**config.mk**
```make
export PLATFORM = sky130hd
export DESIGN_NAME = sd_spi_card_responder
export DESIGN_NICKNAME = d
export VERILOG_FILES = /design/src/rtl/sd_spi_pkg.sv /design/src/rtl/sd_spi_byte_if.sv /design/src/rtl/sd_spi_card_responder.sv
export SDC_FILE = /design/constraint.sdc
export NUM_CORES = 1
export LEC_CHECK = 0
export CELL_PAD_IN_SITES_DETAIL_PLACEMENT = 1
export CELL_PAD_IN_SITES_GLOBAL_PLACEMENT = 1
export CORE_UTILIZATION = 50
export CTS_CLUSTER_DIAMETER = 150
export DETAILED_ROUTE_END_ITERATION = 12
export PLACE_DENSITY = 0.89
export SYNTH_ARGS = -nofsm -noshare
export SYNTH_HDL_FRONTEND = slang
export SYNTH_SLANG_ARGS = --single-unit
```
**constraint.sdc**
```tcl
create_clock -name clk -period 4.95 [get_ports clk]
set_clock_uncertainty 0.2 [all_clocks]
set_input_delay 0.495 -clock clk [delete_from_list [all_inputs] [get_ports clk]]
set_output_delay 0.495 -clock clk [all_outputs]
set_load 0.01 [all_outputs]
```
**src/rtl/sd_spi_pkg.sv**
```systemverilog
// Shared constants for the SPI-mode SD card model: command indices, tokens,
// R1 flag masks, OCR values and the responder state encoding.
package sd_spi_pkg;

  localparam logic [5:0] CMD_GO_IDLE         = 6'd0;
  localparam logic [5:0] CMD_SEND_IF_COND    = 6'd8;
  localparam logic [5:0] CMD_READ_SINGLE     = 6'd17;
  localparam logic [5:0] CMD_WRITE_SINGLE    = 6'd24;
  localparam logic [5:0] CMD_SD_SEND_OP_COND = 6'd41;
  localparam logic [5:0] CMD_APP_CMD         = 6'd55;
  localparam logic [5:0] CMD_READ_OCR        = 6'd58;

  localparam logic [7:0] TOKEN_START  = 8'hFE;
  localparam logic [7:0] DATA_RESP_OK = 8'h05;
  localparam logic [7:0] BYTE_IDLE    = 8'hFF;

  localparam logic [7:0] R1_IDLE      = 8'h01;
  localparam logic [7:0] R1_ILLEGAL   = 8'h04;
  localparam logic [7:0] R1_CRC_ERR   = 8'h08;
  localparam logic [7:0] R1_PARAM_ERR = 8'h40;

  localparam logic [7:0] CRC_CMD0 = 8'h95;
  localparam logic [7:0] CRC_CMD8 = 8'h87;

  localparam logic [31:0] OCR_BASE = 32'h80FF8000;
  localparam logic [31:0] OCR_CCS  = 32'h40000000;

  typedef enum logic [3:0] {
    ST_HUNT, ST_CMD_RX, ST_RESP_GAP, ST_RESP_TX, ST_RD_GAP, ST_RD_DATA,
    ST_WR_TOKEN, ST_WR_DATA, ST_WR_CRC, ST_WR_RESP, ST_WR_BUSY
  } card_state_t;

endpackage

```
**src/rtl/sd_spi_byte_if.sv**
```systemverilog
// SPI mode-0 bit engine: synchronises cs/sclk/mosi, detects sclk edges,
// shifts mosi in on rises and shifts a loaded byte out on miso on falls.
module sd_spi_byte_if
  import sd_spi_pkg::*;
(
  input  logic       clk,
  input  logic       reset,
  input  logic       cs,
  input  logic       sclk,
  input  logic       mosi,
  input  logic       tx_load,
  input  logic [7:0] tx_data,
  input  logic       rx_sync,
  output logic       sel,
  output logic       bit_valid,
  output logic       rx_bit,
  output logic       byte_valid,
  output logic [7:0] rx_sr,
  output logic       tx_empty,
  output logic       miso
);

  logic [1:0] cs_ff, sclk_ff, mosi_ff;
  logic       sclk_d;
  logic [2:0] rx_cnt;
  logic [7:0] tx_sr;
  logic [3:0] tx_cnt;
  logic       rise, fall;

  assign sel      = ~cs_ff[1];
  assign rise     = sel & sclk_ff[1] & ~sclk_d;
  assign fall     = sel & ~sclk_ff[1] & sclk_d;
  assign tx_empty = (tx_cnt == '0);
  assign rx_bit   = rx_sr[0];

  always_ff @(posedge clk) begin
    if (reset) begin
      cs_ff      <= '1;
      sclk_ff    <= '0;
      mosi_ff    <= '1;
      sclk_d     <= 1'b0;
      rx_sr      <= BYTE_IDLE;
      rx_cnt     <= '0;
      bit_valid  <= 1'b0;
      byte_valid <= 1'b0;
      tx_sr      <= BYTE_IDLE;
      tx_cnt     <= '0;
      miso       <= 1'b1;
    end else begin
      cs_ff      <= {cs_ff[0], cs};
      sclk_ff    <= {sclk_ff[0], sclk};
      mosi_ff    <= {mosi_ff[0], mosi};
      sclk_d     <= sclk_ff[1];
      bit_valid  <= rise;
      byte_valid <= rise && (rx_cnt == 3'd7);
      if (!sel) begin
        rx_sr  <= BYTE_IDLE;
        rx_cnt <= '0;
        tx_cnt <= '0;
        miso   <= 1'b1;
      end else begin
        if (rise) begin
          rx_sr  <= {rx_sr[6:0], mosi_ff[1]};
          rx_cnt <= rx_cnt + 3'd1;
        end else if (rx_sync) begin
          rx_cnt <= '0;
        end
        // A load landing on the same cycle as a fall drives its MSB immediately
        // so the byte keeps its slot.
        if (fall) begin
          if (tx_load) begin
            miso   <= tx_data[7];
            tx_sr  <= {tx_data[6:0], 1'b1};
            tx_cnt <= 4'd7;
          end else if (!tx_empty) begin
            miso   <= tx_sr[7];
            tx_sr  <= {tx_sr[6:0], 1'b1};
            tx_cnt <= tx_cnt - 4'd1;
          end else begin
            miso <= 1'b1;
          end
        end else if (tx_load) begin
          tx_sr  <= tx_data;
          tx_cnt <= 4'd8;
        end
      end
    end
  end

endmodule

```
**src/rtl/sd_spi_card_responder.sv**
```systemverilog
// SPI-mode SD card model: decodes host commands, answers R1/R3/R7 and serves
// single-block reads/writes from an external byte-wide memory.
module sd_spi_card_responder
  import sd_spi_pkg::*;
#(
  parameter int unsigned MEM_AW       = 16,
  parameter int unsigned ACMD41_POLLS = 2,
  parameter int unsigned NCR          = 1,
  parameter int unsigned NAC          = 2,
  parameter int unsigned BUSY_BYTES   = 4
) (
  input  logic              clk,
  input  logic              reset,
  input  logic              cs,
  input  logic              sclk,
  input  logic              mosi,
  output logic              miso,
  output logic [MEM_AW-1:0] mem_addr,
  output logic              mem_rd,
  input  logic [7:0]        mem_rdata,
  output logic              mem_wr,
  output logic [7:0]        mem_wdata,
  output logic [3:0]        card_state
);

  localparam int unsigned BLK_AW = MEM_AW - 9;

  card_state_t       state, resp_next;
  logic [44:0]       frame_sr;
  logic [5:0]        bit_cnt;
  logic [9:0]        cnt;
  logic [39:0]       resp_buf;
  logic [2:0]        resp_len;
  logic              initialised, app_flag, rd_pend;
  logic [7:0]        poll_cnt, rd_buf;
  logic [BLK_AW-1:0] blk;

  logic       sel, bit_valid, rx_bit, byte_valid, tx_empty, tx_load, rx_sync;
  logic [7:0] rx_sr, tx_data;

  logic [5:0]  f_cmd;
  logic [31:0] f_arg, dec_tail;
  logic [7:0]  f_crc, dec_r1, idle_bit;
  logic        dec_long, blk_oor, poll_done;
  card_state_t dec_next;

  sd_spi_byte_if u_byte_if (
    .clk(clk), .reset(reset), .cs(cs), .sclk(sclk), .mosi(mosi),
    .tx_load(tx_load), .tx_data(tx_data), .rx_sync(rx_sync),
    .sel(sel), .bit_valid(bit_valid), .rx_bit(rx_bit), .byte_valid(byte_valid),
    .rx_sr(rx_sr), .tx_empty(tx_empty), .miso(miso)
  );

  assign card_state = state;
  // Fields are taken while the 48th bit is on rx_bit.
  assign f_cmd     = frame_sr[44:39];
  assign f_arg     = frame_sr[38:7];
  assign f_crc     = {frame_sr[6:0], rx_bit};
  assign idle_bit  = {7'b0, ~initialised};
  assign blk_oor   = (f_arg >> BLK_AW) != 32'd0;
  assign poll_done = 32'(poll_cnt) >= ACMD41_POLLS;

  always_comb begin
    dec_r1   = idle_bit;
    dec_tail = '0;
    dec_long = 1'b0;
    dec_next = ST_HUNT;
    case (f_cmd)
      CMD_GO_IDLE: dec_r1 = R1_IDLE | ((f_crc != CRC_CMD0) ? R1_CRC_ERR : 8'h00);
      CMD_SEND_IF_COND:
        if (f_crc != CRC_CMD8) dec_r1 = idle_bit | R1_CRC_ERR;
        else begin
          dec_long = 1'b1;
          dec_tail = {24'h000001, f_arg[7:0]};
        end
      CMD_READ_OCR: begin
        dec_long = 1'b1;
        dec_tail = initialised ? (OCR_BASE | OCR_CCS) : OCR_BASE;
      end
      CMD_APP_CMD: dec_r1 = idle_bit;
      CMD_SD_SEND_OP_COND:
        if (!app_flag)      dec_r1 = idle_bit | R1_ILLEGAL;
        else if (poll_done) dec_r1 = 8'h00;
        else                dec_r1 = R1_IDLE;
      CMD_READ_SINGLE, CMD_WRITE_SINGLE:
        if (!initialised) dec_r1 = R1_ILLEGAL | R1_IDLE;
        else if (blk_oor) dec_r1 = R1_PARAM_ERR;
        else dec_next = (f_cmd == CMD_READ_SINGLE) ? ST_RD_GAP : ST_WR_TOKEN;
      default: dec_r1 = idle_bit | R1_ILLEGAL;
    endcase
  end

  always_comb begin
    tx_load = 1'b0;
    tx_data = BYTE_IDLE;
    if (sel && tx_empty) begin
      case (state)
        ST_RESP_GAP: tx_load = 1'b1;
        ST_RESP_TX: begin
          tx_load = 1'b1;
          tx_data = resp_buf[39:32];
        end
        ST_RD_GAP: begin
          tx_load = 1'b1;
          if (cnt == 10'(NAC)) tx_data = TOKEN_START;
        end
        ST_RD_DATA: begin
          tx_load = 1'b1;
          if (cnt < 10'd512) tx_data = rd_buf;
        end
        ST_WR_RESP: begin
          tx_load = 1'b1;
          tx_data = DATA_RESP_OK;
        end
        ST_WR_BUSY: begin
          tx_load = 1'b1;
          tx_data = 8'h00;
        end
        default: ;
      endcase
    end
    rx_sync = sel && (state == ST_WR_TOKEN) && bit_valid && (rx_sr == TOKEN_START);
  end

  always_ff @(posedge clk) begin
    if (reset) begin
      state       <= ST_HUNT;
      resp_next   <= ST_HUNT;
      frame_sr    <= '0;
      bit_cnt     <= '0;
      cnt         <= '0;
      resp_buf    <= '1;
      resp_len    <= 3'd1;
      initialised <= 1'b0;
      app_flag    <= 1'b0;
      poll_cnt    <= '0;
      blk         <= '0;
      rd_pend     <= 1'b0;
      rd_buf      <= '0;
      mem_addr    <= '0;
      mem_rd      <= 1'b0;
      mem_wr      <= 1'b0;
      mem_wdata   <= '0;
    end else begin
      mem_rd  <= 1'b0;
      mem_wr  <= 1'b0;
      rd_pend <= mem_rd;
      if (rd_pend) rd_buf <= mem_rdata;
      if (!sel) begin
        state    <= ST_HUNT;
        app_flag <= 1'b0;
        bit_cnt  <= '0;
        cnt      <= '0;
      end else begin
        case (state)
          ST_HUNT:
            if (bit_valid && !rx_bit) begin
              frame_sr <= '0;
              bit_cnt  <= 6'd1;
              state    <= ST_CMD_RX;
            end
          ST_CMD_RX:
            if (bit_valid) begin
              frame_sr <= {frame_sr[43:0], rx_bit};
              bit_cnt  <= bit_cnt + 6'd1;
              if (bit_cnt == 6'd1 && !rx_bit) begin
                state <= ST_HUNT;
              end else if (bit_cnt == 6'd47) begin
                resp_buf  <= {dec_r1, dec_tail};
                resp_len  <= dec_long ? 3'd5 : 3'd1;
                resp_next <= dec_next;
                blk       <= f_arg[BLK_AW-1:0];
                app_flag  <= (f_cmd == CMD_APP_CMD);
                if (f_cmd == CMD_GO_IDLE) begin
                  initialised <= 1'b0;
                  poll_cnt    <= '0;
                end
                if (f_cmd == CMD_SD_SEND_OP_COND && app_flag) begin
                  if (poll_done) initialised <= 1'b1;
                  else           poll_cnt    <= poll_cnt + 8'd1;
                end
                cnt   <= '0;
                state <= ST_RESP_GAP;
              end
            end
          ST_RESP_GAP:
            if (tx_load) begin
              if (cnt == 10'(NCR - 1)) begin
                cnt   <= '0;
                state <= ST_RESP_TX;
              end else cnt <= cnt + 10'd1;
            end
          ST_RESP_TX:
            if (tx_load) begin
              resp_buf <= {resp_buf[31:0], BYTE_IDLE};
              if (cnt == {7'b0, resp_len} - 10'd1) begin
                cnt   <= '0;
                state <= resp_next;
              end else cnt <= cnt + 10'd1;
            end
          ST_RD_GAP:
            if (tx_load) begin
              if (cnt == 10'(NAC)) begin
                mem_rd   <= 1'b1;
                mem_addr <= {blk, 9'd0};
                cnt      <= '0;
                state    <= ST_RD_DATA;
              end else cnt <= cnt + 10'd1;
            end
          ST_RD_DATA:
            // Each byte load prefetches the next one into rd_buf.
            if (tx_load) begin
              cnt <= cnt + 10'd1;
              if (cnt < 10'd511) begin
                mem_rd   <= 1'b1;
                mem_addr <= {blk, cnt[8:0] + 9'd1};
              end
              if (cnt == 10'd513) begin
                cnt   <= '0;
                state <= ST_HUNT;
              end
            end
          ST_WR_TOKEN:
            if (rx_sync) begin
              cnt   <= '0;
              state <= ST_WR_DATA;
            end
          ST_WR_DATA:
            if (byte_valid) begin
              mem_wr    <= 1'b1;
              mem_addr  <= {blk, cnt[8:0]};
              mem_wdata <= rx_sr;
              if (cnt == 10'd511) begin
                cnt   <= '0;
                state <= ST_WR_CRC;
              end else cnt <= cnt + 10'd1;
            end
          ST_WR_CRC:
            if (byte_valid) begin
              if (cnt == 10'd1) begin
                cnt   <= '0;
                state <= ST_WR_RESP;
              end else cnt <= cnt + 10'd1;
            end
          ST_WR_RESP:
            if (tx_load) begin
              cnt   <= '0;
              state <= (BUSY_BYTES == 0) ? ST_HUNT : ST_WR_BUSY;
            end
          ST_WR_BUSY:
            if (tx_load) begin
              if (cnt == 10'(BUSY_BYTES - 1)) begin
                cnt   <= '0;
                state <= ST_HUNT;
              end else cnt <= cnt + 10'd1;
            end
          default: state <= ST_HUNT;
        endcase
      end
    end
  end

endmodule

```
# After elaboration in Yosys (flattened, before gate mapping)
# Index checks and enable logic that the tools add are counted.
[totals]
reg_bits = 197
inputBits = 13
output_inout_bits = 31
elab_cells = 240
[op_classes]
addsub = 7
n_lt_le_gt_ge = 3
n_eq_ne = 51
mux = 105
bitwise = 10
reduce_logical = 36
[ops]
columns = ["operator", "count"]
rows = [
  ["$mux W10", 19],
  ["$mux W40", 4],
  ["$mux W4", 26],
  ["$pmux W10 S10", 1],
  ["$mux W45", 2],
  ["$pmux W45 S2", 1],
  ["$mux W16", 5],
  ["$pmux W40 S2", 1],
  ["$mux W8", 9],
  ["$pmux W32 S2", 1],
  ["$pmux W16 S3", 1],
  ["$pmux W4 S11", 1],
  ["$pmux W8 S5", 1],
  ["$ne A2 B2 Y1 const B", 18],
  ["$pmux W7 S5", 1],
  ["$reduce_bool A32 Y1", 1],
  ["$mux W31", 1],
  ["$eq A6 B6 Y1 const B", 4],
  ["$mux W3", 7],
  ["$eq A10 B2 Y1 const B", 2],
  ["$reduce_and A19 Y1", 1],
  ["$eq A4 B3 Y1 const B", 4],
  ["$ne A8 B8 Y1 const B", 2],
  ["$mux W1", 15],
  ["other kinds (50)", 84],
]

# Depth between registers and ports, before layout
# Gate-level depths: netlist (run 1).
[depth]
word_depth = 8
ltp_mapped = 11
ltp_nobuf = 8

# By module
# From an unflattened synthesis (run 1), not the netlist that was laid out.
[unflattened]
hier_cells = 1040
area_unflattened_um2 = 8894.8
[modules_own_cells]
columns = ["mod", "n_inst", "cells_per_inst", "area_each_um2", "seq_area_each_um2"]
rows = [
  ["sd_spi_card_responder", 1, 888, 7392.1, 3203.1],
  ["sd_spi_byte_if", 1, 152, 1502.7, 660.6],
]

# Worst setup path after synthesis (run 1)
# Ideal clock, no wire load.
[synth_timing]
kind = "register to register"
from = "register u_byte_if.tx_cnt[0]"
to = "register cnt[4]"
setup_time_ns = 0.117
arrival_ns = 2.064
required_ns = 4.633
slack_ns = 2.570
stages_incl_launch_ff = 10
path_buffers = 1
period_less_slack_ns = 2.380
path_cell_list = "dfxtp_1 > inv_1 > ha_1 > or4b_1 > buf_2 > o311ai_1 > o2111ai_2 > o21a_1 > a31o_2 > a22o_1"
[synth_between]
elab_chain_cells = 5
[synth_rtl]
columns = ["element", "line", "rtl"]
rows = [
  ["start, declared", "sd_spi_byte_if.sv:27", "logic [3:0] tx_cnt;"],
  ["start signal, assigned", "sd_spi_byte_if.sv:78", "tx_cnt <= tx_cnt - 4'd1;"],
  ["$logic_not A4 Y1 *", "sd_spi_byte_if.sv:33", "assign tx_empty = (tx_cnt == '0);"],
  ["$logic_and A1 B1 Y1 *", "sd_spi_card_responder.sv:96", "if (sel && tx_empty) begin"],
  ["$mux W1 *", "sd_spi_card_responder.sv:96", ""],
  ["$ne A2 B2 Y1 (no source line)", "-", ""],
  ["$reduce_and A13 Y1 (no source line) *", "-", ""],
  ["end signal, assigned", "sd_spi_card_responder.sv:191", "end else cnt <= cnt + 10'd1;"],
  ["end signal, assigned", "sd_spi_card_responder.sv:199", "end else cnt <= cnt + 10'd1;"],
  ["end signal, assigned", "sd_spi_card_responder.sv:208", "end else cnt <= cnt + 10'd1;"],
  ["end, declared", "sd_spi_card_responder.sv:31", "logic [9:0] cnt;"],
]
# Mark *: on every way between the ends. The rest lies on a longest branch, timed or not.
# A chain may end at the register's enable or synchronous reset.

# Worst setup path after layout (run 1)
[layout_timing]
from = "register state[0], in the netlist card_state[0]"
to = "register resp_buf[21]"
[layout_between]
elab_chain_cells = 6
[layout_rtl]
columns = ["element", "line", "rtl"]
rows = [
  ["start, declared", "sd_spi_card_responder.sv:28", "card_state_t state, resp_next;"],
  ["start signal, assigned", "sd_spi_card_responder.sv:198", "state <= resp_next;"],
  ["start signal, assigned", "sd_spi_card_responder.sv:248", "state <= (BUSY_BYTES == 0) ? ST_HUNT : ST_WR_BUSY;"],
  ["$eq A4 B4 Y1, or another cell as far along", "sd_spi_card_responder.sv:97", "case (state)"],
  ["$reduce_or A6 Y1 (no source line)", "-", ""],
  ["$mux W1", "sd_spi_card_responder.sv:97", ""],
  ["$mux W1", "sd_spi_card_responder.sv:96", ""],
  ["$ne A2 B2 Y1 (no source line)", "-", ""],
  ["$reduce_and A6 Y1 (no source line)", "-", ""],
  ["end signal, assigned", "sd_spi_card_responder.sv:169", "resp_buf <= {dec_r1, dec_tail};"],
  ["end signal, assigned", "sd_spi_card_responder.sv:195", "resp_buf <= {resp_buf[31:0], BYTE_IDLE};"],
  ["end, declared", "sd_spi_card_responder.sv:32", "logic [39:0] resp_buf;"],
]
# Parallel ways exist; a longest one is shown, timed or not.

==> impl_metrics.sql, run 1 <==
INSERT INTO impl_metrics (metric_group, metric, value, unit) VALUES
('layout', 'layout.cell_area.non_filler', '9570', 'sq um'),
('clock_network', 'clock_transition_time_at_the_flip_flop_clock_pins_of_the_worst_setup_and_hold_paths', '80', 'ps'),
('detailed_routing', 'wl_met2', '11800', 'microns'),
('placed_design', 'numPortBuffers', '43', ''),
('detailed_routing', 'dr.max_layer_used', 'met4', ''),
('detailed_routing', 'total_via_count_after_detailed_routing', '7358', ''),
('sta', 'final.setup.worst_slack', '1430', 'ps'),
('run_status', 'outcome', 'completed', ''),
('detailed_routing', 'drt-total-wl', '23400', 'microns'),
('power_and_ir_drop', 'netSwitchingPower', '0.694', 'mW'),
('detailed_routing', 'drt-initial-drc-count', '523', ''),
('clock_network', 'clock_sinks', '193', ''),
('sta', 'timing.final.hold_violations', '0', ''),
('global_routing', 'antenna_found_initial', '0', ''),
('synthesis', 'yosys_warnings', '0', ''),
('layout', 'most-common-layout-cells', 'sky130_fd_sc_hd__dfxtp_1, sky130_fd_sc_hd__nor2_1, sky130_fd_sc_hd__nand2_1, sky130_fd_sc_hd__a21oi_1, sky130_fd_sc_hd__clkdlybuf4s50_1', ''),
('detailed_routing', 'route.detailed.vias_per_inst', '6.10', ''),
('layout', 'instances_no_fill', '1207', ''),
('detailed_routing', 'drc', '0', ''),
('setup_path', 'critPathMaxFanout', '31', ''),
('layout', 'final_core_utilization', '57.3', '%'),
('synthesis', 'proportion_of_synthesized_flip_flops_having_asynchronous_set_or_reset', '0', '%'),
('sta', 'fin_setup_tns', '0', 'ps'),
('placed_design', 'place_inst', '1176', ''),
('setup_path', 'worstSetupEndpointType', 'flip-flop', ''),
('global_routing', 'grt_start_max_net_pins', '65', ''),
('global_routing', 'grt_usage', '27.7', '%'),
('flow_run', 'max_cap_viol_count', '0', ''),
('sta', 'slew_violations', '0', ''),
('sta', 'report.final.setup_viol', '0', ''),
('power_and_ir_drop', 'cell_internal_pwr', '2.25', 'mW'),
('setup_path', 'critPathLaunchType', 'flip-flop', ''),
('placed_design', 'finalWeightedCongestion', '0.876', ''),
('sta', 'max_slew.worst_pin.slew', '974', 'ps'),
('clock_network', 'postCtsResizedCells', '0', ''),
('synthesis', 'synthesis.instances', '984', ''),
('setup_path', 'cp.arrival', '3680', 'ps'),
('clock_network', 'ctsHoldBuffers', '0', ''),
('power_and_ir_drop', 'comb_power_share', '1.7', '%'),
('synthesis', 'synthDistinctLibCells', '84', ''),
('global_routing', 'gr-total-overflow', '0', ''),
('synthesis', 'ys_ff_latch', '193', ''),
('detailed_routing', 'met3RoutedLength', '863', 'microns'),
('power_and_ir_drop', 'power.clock.fraction', '45.4', '%'),
('synthesis', 'syn-mean-instance-area', '8.74', 'sq um'),
('detailed_routing', 'wire_per_inst', '19.4', 'microns'),
('placed_design', 'post_dp_hpwl', '15300', 'microns'),
('clock_network', 'max-clock-path-buffers', '2', ''),
('synthesis', 'dominantRegCellSynth', 'sky130_fd_sc_hd__dfxtp_1', ''),
('power_and_ir_drop', 'irDropWorstVdd', '0.300', 'mV'),
('floorplan', 'initial_utilization', '51.5', '%'),
('layout', 'layout-area-overhead-vs-synth', '11.3', '%'),
('floorplan', 'floorplan.die_area', '17700', 'sq um'),
('sta', 'clock.fmax', '284', 'MHz'),
('detailed_routing', 'initial_drt_pass_iterations', '5', ''),
('layout', 'share_of_post_route_cells_with_drive_strength_above_1', '7.50', '%'),
('setup_path', 'crit_type', 'flip-flop to flip-flop', ''),
('floorplan', 'pin_count', '44', ''),
('clock_network', 'worstSkewPairLatency', '440', 'ps'),
('clock_network', 'tritoncts', 'built', ''),
('synthesis', 'synth-edff-count', '0', ''),
('synthesis', 'synth_sequential_area_ratio', '44.9', '%'),
('hold_path', 'hold_class', 'flip-flop to flip-flop', ''),
('floorplan', 'placement_rows', '47', ''),
('placed_design', 'pre_cts_ws', '1460', 'ps'),
('placed_design', 'placement.cell_area', '9010', 'sq um'),
('power_and_ir_drop', 'pwr_density_cell', '308', 'nW/um^2'),
('sta', 'timing.final.crit_share', '71.1', '%'),
('power_and_ir_drop', 'power.share.sequential', '52.9', '%'),
('global_routing', 'grt_first_pass_wirelength', '39000', 'microns'),
('synthesis', 'synthesis.area', '8600', 'sq um');
## synthesized netlist by cell type, types with 5 or more instances
cell type / n / area, sq um
sky130_fd_sc_hd__a22o_1: 30 / 263
sky130_fd_sc_hd__nand4_1: 10 / 62.6
sky130_fd_sc_hd__nand2b_1: 10 / 62.6
sky130_fd_sc_hd__nand3_1: 30 / 150
sky130_fd_sc_hd__and3_1: 23 / 144
sky130_fd_sc_hd__a211oi_1: 6 / 45.0
sky130_fd_sc_hd__nor2_1: 119 / 447
sky130_fd_sc_hd__o21bai_1: 9 / 67.6
sky130_fd_sc_hd__clkbuf_1: 45 / 169
sky130_fd_sc_hd__xor2_1: 10 / 87.6
sky130_fd_sc_hd__and2_1: 6 / 37.5
sky130_fd_sc_hd__xnor2_1: 5 / 43.8
sky130_fd_sc_hd__or2_2: 8 / 50.1
sky130_fd_sc_hd__nor2b_1: 16 / 100
sky130_fd_sc_hd__nand2_1: 97 / 364
sky130_fd_sc_hd__dfxtp_1: 193 / 3860
sky130_fd_sc_hd__buf_2: 25 / 125
sky130_fd_sc_hd__a21oi_1: 68 / 340
sky130_fd_sc_hd__a31oi_1: 5 / 31.3
sky130_fd_sc_hd__o211ai_1: 13 / 97.6
sky130_fd_sc_hd__mux2i_1: 17 / 170
sky130_fd_sc_hd__a22oi_1: 23 / 173
sky130_fd_sc_hd__o21ai_0: 29 / 145
sky130_fd_sc_hd__a211o_1: 19 / 166
sky130_fd_sc_hd__inv_1: 15 / 56.3
sky130_fd_sc_hd__nor3_1: 22 / 110
sky130_fd_sc_hd__ha_1: 12 / 150
sky130_fd_sc_hd__buf_1: 5 / 18.8
sky130_fd_sc_hd__nor4_1: 14 / 87.6
## sequential cells by signal, indices dropped and copies added (netlist names), 6 cells and up
signal / flops
bit_cnt: 6
blk: 7
cnt: 10
frame_sr: 45
mem_addr: 16
mem_wdata: 8
poll_cnt: 8
rd_buf: 8
resp_buf: 40
u_byte_if.rx_sr: 8
u_byte_if.tx_sr: 8
## worst paths after layout
kind / slack (ps) / startpoint / depth (start not counted) / endpoint
max: 1430 / card_state[0] / 6 / resp_buf[21]
min: 220 / u_byte_if.mosi_ff[0] / 1 / u_byte_if.mosi_ff[1]
max reg2reg: 1430 / card_state[0] / 6 / resp_buf[21]
min reg2reg: 220 / u_byte_if.mosi_ff[0] / 1 / u_byte_if.mosi_ff[1]
## stage by stage
step | hold WS (ps) | power, mW
final | 219 | 2.94
after global placement | 197 | 1.64
after CTS | 225 | 2.96
after floorplan | 189 | 1.62
after detailed placement | 208 | 1.64
after global routing | 241 | 3.03
## worst max-delay path, cell delays in order (launching register included)
cell,delay [ps]
sky130_fd_sc_hd__dfxtp_1,960
sky130_fd_sc_hd__nor4b_4,500
sky130_fd_sc_hd__nor2b_1,190
sky130_fd_sc_hd__buf_4,260
sky130_fd_sc_hd__and2_0,680
sky130_fd_sc_hd__a21oi_1,430
sky130_fd_sc_hd__o211ai_1,200
## final cells by class
| cell class | count | area (sq um) |
|---|---|---|
| clock buffers | 19 | 443 |
| inverters | 15 | 56.3 |
| repair buffers | 53 | 503 |
| well taps | 220 | 275 |
| flip-flops and latches | 193 | 3860 |
| multi-input cells | 695 | 4310 |
| clock inverters | 12 | 119 |
| fillers | 1938 | 7130 |
## per-layer routing
layer  GRT usage, %  vias up
li1               -     3518
met1           35.1     3668
met2           47.6      133
met3           5.25       39
met4           8.78        0
met5              0        -
## power by group through the flow
stage / Combinational (mW) / Clock [mW] / Sequential [mW]
2_1_floorplan: 0.0325 / 0 / 1.59
3_3_place_gp: 0.0497 / 0 / 1.59
3_5_place_dp: 0.0509 / 0 / 1.59
4_1_cts: 0.0515 / 1.35 / 1.56
5_1_grt: 0.0552 / 1.42 / 1.56
6_report: 0.0509 / 1.33 / 1.56
## cells by family after synthesis
logic type	after synthesis	synth area share [%]
xor+xnor	15	1.53
simple gates	397	23.3
compound gates	252	21.2
mux	19	2.24
buf+inv	96	4.99
fa+ha+maj	12	1.75
flops	193	44.9
(Power assumes the default switching activity.)
==> inputs of run 2 (changes only) <==
--- a/config.mk
+++ b/config.mk
@@ -7,10 +7,10 @@
 export LEC_CHECK = 0
 export CELL_PAD_IN_SITES_DETAIL_PLACEMENT = 1
 export CELL_PAD_IN_SITES_GLOBAL_PLACEMENT = 1
-export CORE_UTILIZATION = 50
+export CORE_UTILIZATION = 46
 export CTS_CLUSTER_DIAMETER = 150
 export DETAILED_ROUTE_END_ITERATION = 12
-export PLACE_DENSITY = 0.89
+export PLACE_DENSITY = 0.83
 export SYNTH_ARGS = -nofsm -noshare
 export SYNTH_HDL_FRONTEND = slang
 export SYNTH_SLANG_ARGS = --single-unit
==> constraint.sdc (replaced) <==
create_clock -name clk -period 3.35 [get_ports clk]
set_clock_uncertainty 0.2 [all_clocks]
set_input_delay 0.335 -clock clk [delete_from_list [all_inputs] [get_ports clk]]
set_output_delay 0.335 -clock clk [all_outputs]
set_load 0.01 [all_outputs]
==> impl_metrics.sql, run 2 (synthesized netlist as in run 1, its figures left out) <==
INSERT INTO impl_metrics (metric_group, metric, value, unit) VALUES
('hold_path', 'hold_class', 'flip-flop to flip-flop', ''),
('floorplan', 'initial_utilization', '47.4', '%'),
('power_and_ir_drop', 'sw_frac_of_total', '24.5', '%'),
('layout', 'mostFrequentLayoutCell', 'sky130_fd_sc_hd__dfxtp_1', ''),
('layout', 'design.final.nets', '1015', ''),
('setup_path', 'slowest_library_cell_on_the_worst_path', 'sky130_fd_sc_hd__dfxtp_1', ''),
('floorplan', 'dieWidth', '139', 'microns'),
('detailed_routing', 'wl_met2', '11600', 'microns'),
('floorplan', 'placement_rows', '49', ''),
('placed_design', 'numPortBuffers', '43', ''),
('run_status', 'outcome', 'completed', ''),
('layout', 'layout-area-overhead-vs-synth', '13.6', '%'),
('setup_path', 'regToRegStartpoint', 'card_state[2]', ''),
('global_routing', 'grt_start_max_net_pins', '64', ''),
('detailed_routing', 'total_via_count_after_detailed_routing', '7289', ''),
('setup_path', 'worstPathCellList', 'nand4bb_1 -> nor2_1 -> a41o_1 -> and2b_1 -> and3_1 -> a2111o_1', ''),
('detailed_routing', 'drt-initial-drc-count', '421', ''),
('sta', 'max_slew.worst_pin.slew', '980', 'ps'),
('global_routing', 'first_global_vias', '7512', ''),
('setup_path', 'cp.arrival', '3070', 'ps'),
('power_and_ir_drop', 'netSwitchingPower', '1.11', 'mW'),
('clock_network', 'cts.repair_timing.setup_buffer_count', '0', ''),
('sta', 'slew_headroom', '34.4', '%'),
('placed_design', 'finalWeightedCongestion', '0.837', ''),
('clock_network', 'tritoncts', 'built', ''),
('setup_path', 'cp_data_required_time', '3490', 'ps'),
('detailed_routing', 'initial_drt_pass_iterations', '4', ''),
('sta', 'timing.final.crit_share', '87.7', '%'),
('layout', 'final_core_utilization', '53.8', '%'),
('detailed_routing', 'met3RoutedLength', '535', 'microns'),
('clock_network', 'cts.htree.levels', '4', ''),
('sta', 'fin_crit', '2940', 'ps'),
('layout', 'antenna-diode-count', '0', ''),
('clock_network', 'clock_sinks', '193', ''),
('detailed_routing', 'drc', '0', ''),
('setup_path', 'worstSetupEndpointType', 'flip-flop', ''),
('global_routing', 'grt_usage', '24.6', '%'),
('clock_network', 'cts.root.buffer_cell', 'sky130_fd_sc_hd__clkbuf_16', ''),
('layout', 'most-common-layout-cells', 'sky130_fd_sc_hd__dfxtp_1, sky130_fd_sc_hd__nor2_1, sky130_fd_sc_hd__nand2_1, sky130_fd_sc_hd__a21oi_1, sky130_fd_sc_hd__clkdlybuf4s50_1', ''),
('flow_run', 'max_cap_viol_count', '0', ''),
('layout', 'largest_register_ffs', '45', ''),
('detailed_routing', 'route.detailed.vias_per_inst', '5.92', ''),
('detailed_routing', 'drt-total-wl', '22800', 'microns'),
('setup_path', 'crit_type', 'flip-flop to flip-flop', ''),
('sta', 'clock.fmax', '340', 'MHz'),
('power_and_ir_drop', 'pwr_density_cell', '463', 'nW/um^2'),
('clock_network', 'cts_made_buffers', '17', ''),
('detailed_routing', 'met1_length', '10100', 'microns'),
('detailed_routing', 'dr.max_layer_used', 'met4', ''),
('layout', 'share_of_post_route_cells_with_drive_strength_above_1', '8.97', '%'),
('sta', 'fin_setup_tns', '0', 'ps'),
('layout', 'largest_registers', 'frame_sr (45), resp_buf (40), mem_addr (16)', ''),
('floorplan', 'floorplan.die_area', '19200', 'sq um'),
('placed_design', 'post_dp_hpwl', '15300', 'microns'),
('setup_path', 'critical_path_origin', 'card_state[2]', ''),
('layout', 'top_register', 'frame_sr', ''),
('sta', 'timing.final.hold_violations', '0', ''),
('power_and_ir_drop', 'power.share.sequential', '50.8', '%'),
('power_and_ir_drop', 'irDropWorstVdd', '0.355', 'mV'),
('clock_network', 'postCtsResizedCells', '0', ''),
('power_and_ir_drop', 'total_power', '4.53', 'mW'),
('setup_path', 'critPathLaunchType', 'flip-flop', ''),
('hold_path', 'min_from', 'u_byte_if.mosi_ff[0]', ''),
('setup_path', 'worstPathBufferInverterCount', '0', ''),
('setup_path', 'critPathMaxFanout', '26', ''),
('sta', 'slew_violations', '0', ''),
('placed_design', 'pre_cts_ws', '474', 'ps'),
('setup_path', 'cp_slowest_stage_delay', '850', 'ps'),
('detailed_routing', 'detail-route-antenna-nets', '0', ''),
('power_and_ir_drop', 'comb_power_share', '1.7', '%'),
('detailed_routing', 'wire_per_inst', '18.5', 'microns'),
('floorplan', 'die_height', '139', 'microns'),
('floorplan', 'floorplan.core_area', '18100', 'sq um'),
('sta', 'worst_hold_slack', '228', 'ps'),
('global_routing', 'antenna_found_initial', '0', ''),
('sta', 'final.setup.worst_slack', '413', 'ps'),
('power_and_ir_drop', 'p_leak', '3.62', 'nW'),
('sta', 'report.final.setup_viol', '0', ''),
('global_routing', 'grt_first_pass_wirelength', '38200', 'microns'),
('sta', 'rsz0062_at_grt', 'false', ''),
('clock_network', 'ctsHoldBuffers', '0', ''),
('setup_path', 'worst_path_dominant_cell_family', 'simple AND/OR/NAND/NOR gates', ''),
('power_and_ir_drop', 'cell_internal_pwr', '3.42', 'mW'),
('floorplan', 'pin_count', '44', ''),
('global_routing', 'gr-total-overflow', '0', ''),
('power_and_ir_drop', 'power.clock.fraction', '47.5', '%'),
('clock_network', 'worstSkewPairLatency', '450', 'ps'),
('clock_network', 'clock_transition_time_at_the_flip_flop_clock_pins_of_the_worst_setup_and_hold_paths', '80', 'ps'),
('clock_network', 'max-clock-path-buffers', '2', '');
run 2: worst paths after layout:
check | slack, ps | to | depth (start not counted)
worst max-delay path | 410 | resp_buf[38] | 6
worst min-delay path | 230 | u_byte_if.mosi_ff[1] | 1
worst max register to register | 410 | resp_buf[38] | 6
worst min register to register | 230 | u_byte_if.mosi_ff[1] | 1
run 2: power by group through the flow:
stage / clock network (mW) / registers, mW / logic, mW
5_1_grt: 2.29 / 2.30 / 0.0846
2_1_floorplan: 0 / 2.35 / 0.0480
4_1_cts: 2.19 / 2.30 / 0.0784
6_report: 2.15 / 2.30 / 0.0768
3_3_place_gp: 0 / 2.35 / 0.0765
3_5_place_dp: 0 / 2.35 / 0.0770
run 2: area by class of cell:
cell class,instances,area [sq um]
Multi-Input combinational cell,695,4310
Timing Repair Buffer,68,616
Fill cell,2130,8380
Tap cell,229,287
Inverter,15,56.3
Clock buffer,17,425
Sequential cell,193,3860
Clock inverter,15,216
run 2: worst reg2reg max path, cell delays in order, from the launching register on:
cell and delay [ps]:
sky130_fd_sc_hd__dfxtp_1 850, sky130_fd_sc_hd__nand4bb_1 340, sky130_fd_sc_hd__nor2_1 80, sky130_fd_sc_hd__a41o_1 220, sky130_fd_sc_hd__and2b_1 430, sky130_fd_sc_hd__and3_1 330, sky130_fd_sc_hd__a2111o_1 380
run 2: through the flow:
stage	area, sq um	instances
2_1_floorplan	8600	984
3_3_place_gp	9130	1200
3_5_place_dp	9130	1200
4_1_cts	9770	1232
5_1_grt	9770	1232
6_report	9770	1232
run 2: routing by layer:
layer | up-vias | global-route usage, %
met5 | - | 0
met4 | 0 | 9.47
met3 | 42 | 4.42
met2 | 79 | 43.8
met1 | 3622 | 29.5
li1 | 3546 | -
==> inputs of run 3 (changes only) <==
--- a/config.mk
+++ b/config.mk
@@ -10,7 +10,7 @@
 export CORE_UTILIZATION = 46
 export CTS_CLUSTER_DIAMETER = 150
 export DETAILED_ROUTE_END_ITERATION = 12
-export PLACE_DENSITY = 0.83
+export PLACE_DENSITY = 0.86
 export SYNTH_ARGS = -nofsm -noshare
 export SYNTH_HDL_FRONTEND = slang
 export SYNTH_SLANG_ARGS = --single-unit
==> impl_metrics.sql, run 3 (synthesized netlist as in run 1, its figures left out) <==
INSERT INTO impl_metrics (metric_group, metric, value, unit) VALUES
('run_status', 'outcome', 'finished, violations left', ''),
('run_status', 'violations', 'DRC', ''),
('power_and_ir_drop', 'comb_power_share', '1.7', '%'),
('power_and_ir_drop', 'netSwitchingPower', '1.04', 'mW'),
('floorplan', 'floorplan.die_area', '19200', 'sq um'),
('placed_design', 'pre_cts_ws', '404', 'ps'),
('global_routing', 'grt_usage', '24.8', '%'),
('detailed_routing', 'drt-total-wl', '23200', 'microns'),
('clock_network', 'postCtsResizedCells', '0', ''),
('floorplan', 'dieWidth', '139', 'microns'),
('setup_path', 'worstSetupEndpointType', 'flip-flop', ''),
('floorplan', 'pin_count', '44', ''),
('global_routing', 'first_global_vias', '7485', ''),
('power_and_ir_drop', 'power.clock.fraction', '46.5', '%'),
('layout', 'largest_register_ffs', '45', ''),
('sta', 'rsz0062_at_grt', 'false', ''),
('clock_network', 'tritoncts', 'built', ''),
('floorplan', 'placement_rows', '49', ''),
('global_routing', 'grt.met2_usage', '42.5', '%'),
('layout', 'antenna-diode-count', '0', ''),
('detailed_routing', 'total_via_count_after_detailed_routing', '7379', ''),
('sta', 'clock.fmax', '331', 'MHz'),
('setup_path', 'crit_path_depth', '6', ''),
('power_and_ir_drop', 'power.share.sequential', '51.7', '%'),
('placed_design', 'numPortBuffers', '43', ''),
('global_routing', 'grt_start_max_net_pins', '46', ''),
('sta', 'slew_violations', '0', ''),
('setup_path', 'worstPathBufferInverterCount', '0', ''),
('hold_path', 'min_from', 'reset', ''),
('layout', 'most-common-layout-cells', 'sky130_fd_sc_hd__dfxtp_1, sky130_fd_sc_hd__nor2_1, sky130_fd_sc_hd__nand2_1, sky130_fd_sc_hd__a21oi_1, sky130_fd_sc_hd__clkdlybuf4s50_1', ''),
('setup_path', 'slowest_library_cell_on_the_worst_path', 'sky130_fd_sc_hd__o41ai_1', ''),
('flow_run', 'max_cap_viol_count', '0', ''),
('clock_network', 'cts_made_buffers', '17', ''),
('sta', 'final.setup.worst_slack', '333', 'ps'),
('clock_network', 'clock_transition_time_at_the_flip_flop_clock_pins_of_the_worst_setup_and_hold_paths', '70', 'ps'),
('power_and_ir_drop', 'sw_frac_of_total', '23.3', '%'),
('sta', 'worst_hold_slack', '107', 'ps'),
('global_routing', 'grt_use_met1', '30.5', '%'),
('placed_design', 'finalWeightedCongestion', '0.860', ''),
('detailed_routing', 'drc', '6', ''),
('global_routing', 'antenna_found_initial', '0', ''),
('power_and_ir_drop', 'p_leak', '3.60', 'nW'),
('setup_path', 'worstPathCellList', 'nand2b_1 -> o41ai_1 -> o2111ai_2 -> o21a_1 -> a31o_2 -> a22o_1', ''),
('sta', 'timing.final.crit_share', '90.1', '%'),
('sta', 'fin_crit', '3020', 'ps'),
('clock_network', 'max-clock-path-buffers', '2', ''),
('setup_path', 'cp.arrival', '3140', 'ps'),
('setup_path', 'crit_type', 'flip-flop to flip-flop', ''),
('power_and_ir_drop', 'irDropWorstVdd', '0.333', 'mV'),
('placed_design', 'place_inst', '1197', ''),
('setup_path', 'cp_slowest_stage_delay', '710', 'ps'),
('detailed_routing', 'drt-initial-drc-count', '428', ''),
('setup_path', 'r2r_setup_slack', '330', 'ps'),
('global_routing', 'groute.layer.met3.usage', '4.80', '%'),
('detailed_routing', 'initial_drt_pass_iterations', '8', ''),
('setup_path', 'regToRegStartpoint', 'u_byte_if.cs_ff[1]', ''),
('clock_network', 'cts.repair_timing.setup_buffer_count', '0', ''),
('layout', 'share_of_post_route_cells_with_drive_strength_above_1', '8.70', '%'),
('layout', 'largest_registers', 'frame_sr (45), resp_buf (40), mem_addr (16)', ''),
('clock_network', 'ctsHoldBuffers', '0', ''),
('floorplan', 'floorplan.core_area', '18100', 'sq um'),
('setup_path', 'register_to_register_path_depth', '6', ''),
('setup_path', 'worst_path_dominant_cell_family', 'compound AO/OA/AOI/OAI gates', ''),
('detailed_routing', 'wire_per_inst', '18.8', 'microns'),
('power_and_ir_drop', 'total_power', '4.45', 'mW'),
('power_and_ir_drop', 'cell_internal_pwr', '3.41', 'mW'),
('layout', 'layout-area-overhead-vs-synth', '12.9', '%'),
('layout', 'design.final.nets', '1012', ''),
('sta', 'fin_setup_tns', '0', 'ps'),
('setup_path', 'critPathMaxFanout', '14', ''),
('floorplan', 'initial_utilization', '47.4', '%'),
('clock_network', 'worstSkewPairLatency', '440', 'ps'),
('layout', 'instances_no_fill', '1229', ''),
('global_routing', 'gr-total-overflow', '0', ''),
('global_routing', 'grt.busiest_layer', 'met2', ''),
('hold_path', 'worst_hold_path.num_cells', '2', ''),
('clock_network', 'clock_sinks', '193', ''),
('placed_design', 'post_dp_hpwl', '15500', 'microns'),
('sta', 'timing.final.hold_violations', '0', ''),
('hold_path', 'hold-path-endpoint', 'mem_wdata[7]', ''),
('layout', 'mostFrequentLayoutCell', 'sky130_fd_sc_hd__dfxtp_1', ''),
('sta', 'max_slew.worst_pin.slew', '816', 'ps'),
('setup_path', 'critPathLaunchType', 'flip-flop', ''),
('global_routing', 'grt_first_pass_wirelength', '38500', 'microns'),
('detailed_routing', 'route.detailed.vias_per_inst', '6.00', ''),
('sta', 'slew_headroom', '45.6', '%'),
('hold_path', 'hold_class', 'primary input to flip-flop', ''),
('sta', 'report.final.setup_viol', '0', ''),
('floorplan', 'die_height', '139', 'microns'),
('clock_network', 'cts.htree.levels', '4', ''),
('layout', 'top_register', 'frame_sr', ''),
('clock_network', 'cts.root.buffer_cell', 'sky130_fd_sc_hd__clkbuf_16', ''),
('detailed_routing', 'detail-route-antenna-nets', '0', ''),
('setup_path', 'cp_data_required_time', '3480', 'ps'),
('power_and_ir_drop', 'pwr_density_cell', '458', 'nW/um^2'),
('setup_path', 'critical_register_to_register_path_endpoint', 'cnt[4]', '');
## run 3: metal layers
metal / part of all wire (%) / up-vias
met5: 0 / -
met2: 49 / 131
li1: - / 3534
met1: 44 / 3667
met3: 3.7 / 47
met4: 2.6 / 0
## run 3: worst max-delay path by stage
stage | start | endpoint | slack, ps
finish | u_byte_if.cs_ff[1] | cnt[4] | 330
global route | card_state[2] | cnt[6] | 190
CTS | card_state[2] | cnt[4] | 380
detailed placement | card_state[2] | cnt[6] | 400
global placement | card_state[2] | cnt[8] | 480
floorplan | u_byte_if.tx_cnt[0] | cnt[4] | 970
## run 3: per-stage QoR
stage                     instance area, sq um  util (%)
final                                     9710      53.5
after global routing                      9710      53.5
after CTS                                 9710      53.5
after detailed placement                  9100      50.2
after global placement                    9100      50.2
after floorplan                           8600         -
## run 3: layout make-up
type                    instances  area (sq um)
fillers                      2096          8440
clock buffers                  18           439
flip-flops and latches        193          3860
well taps                     229           287
multi-input cells             695          4310
inverters                      15          56.3
clock inverters                14           166
repair buffers                 65           593
## run 3: power groups by stage
stage,Combinational (mW),Sequential [mW],Clock (mW)
CTS,0.0782,2.30,2.10
global route,0.0840,2.30,2.21
floorplan,0.0480,2.35,0
detailed placement,0.0772,2.35,0
global placement,0.0756,2.35,0
finish,0.0777,2.30,2.07
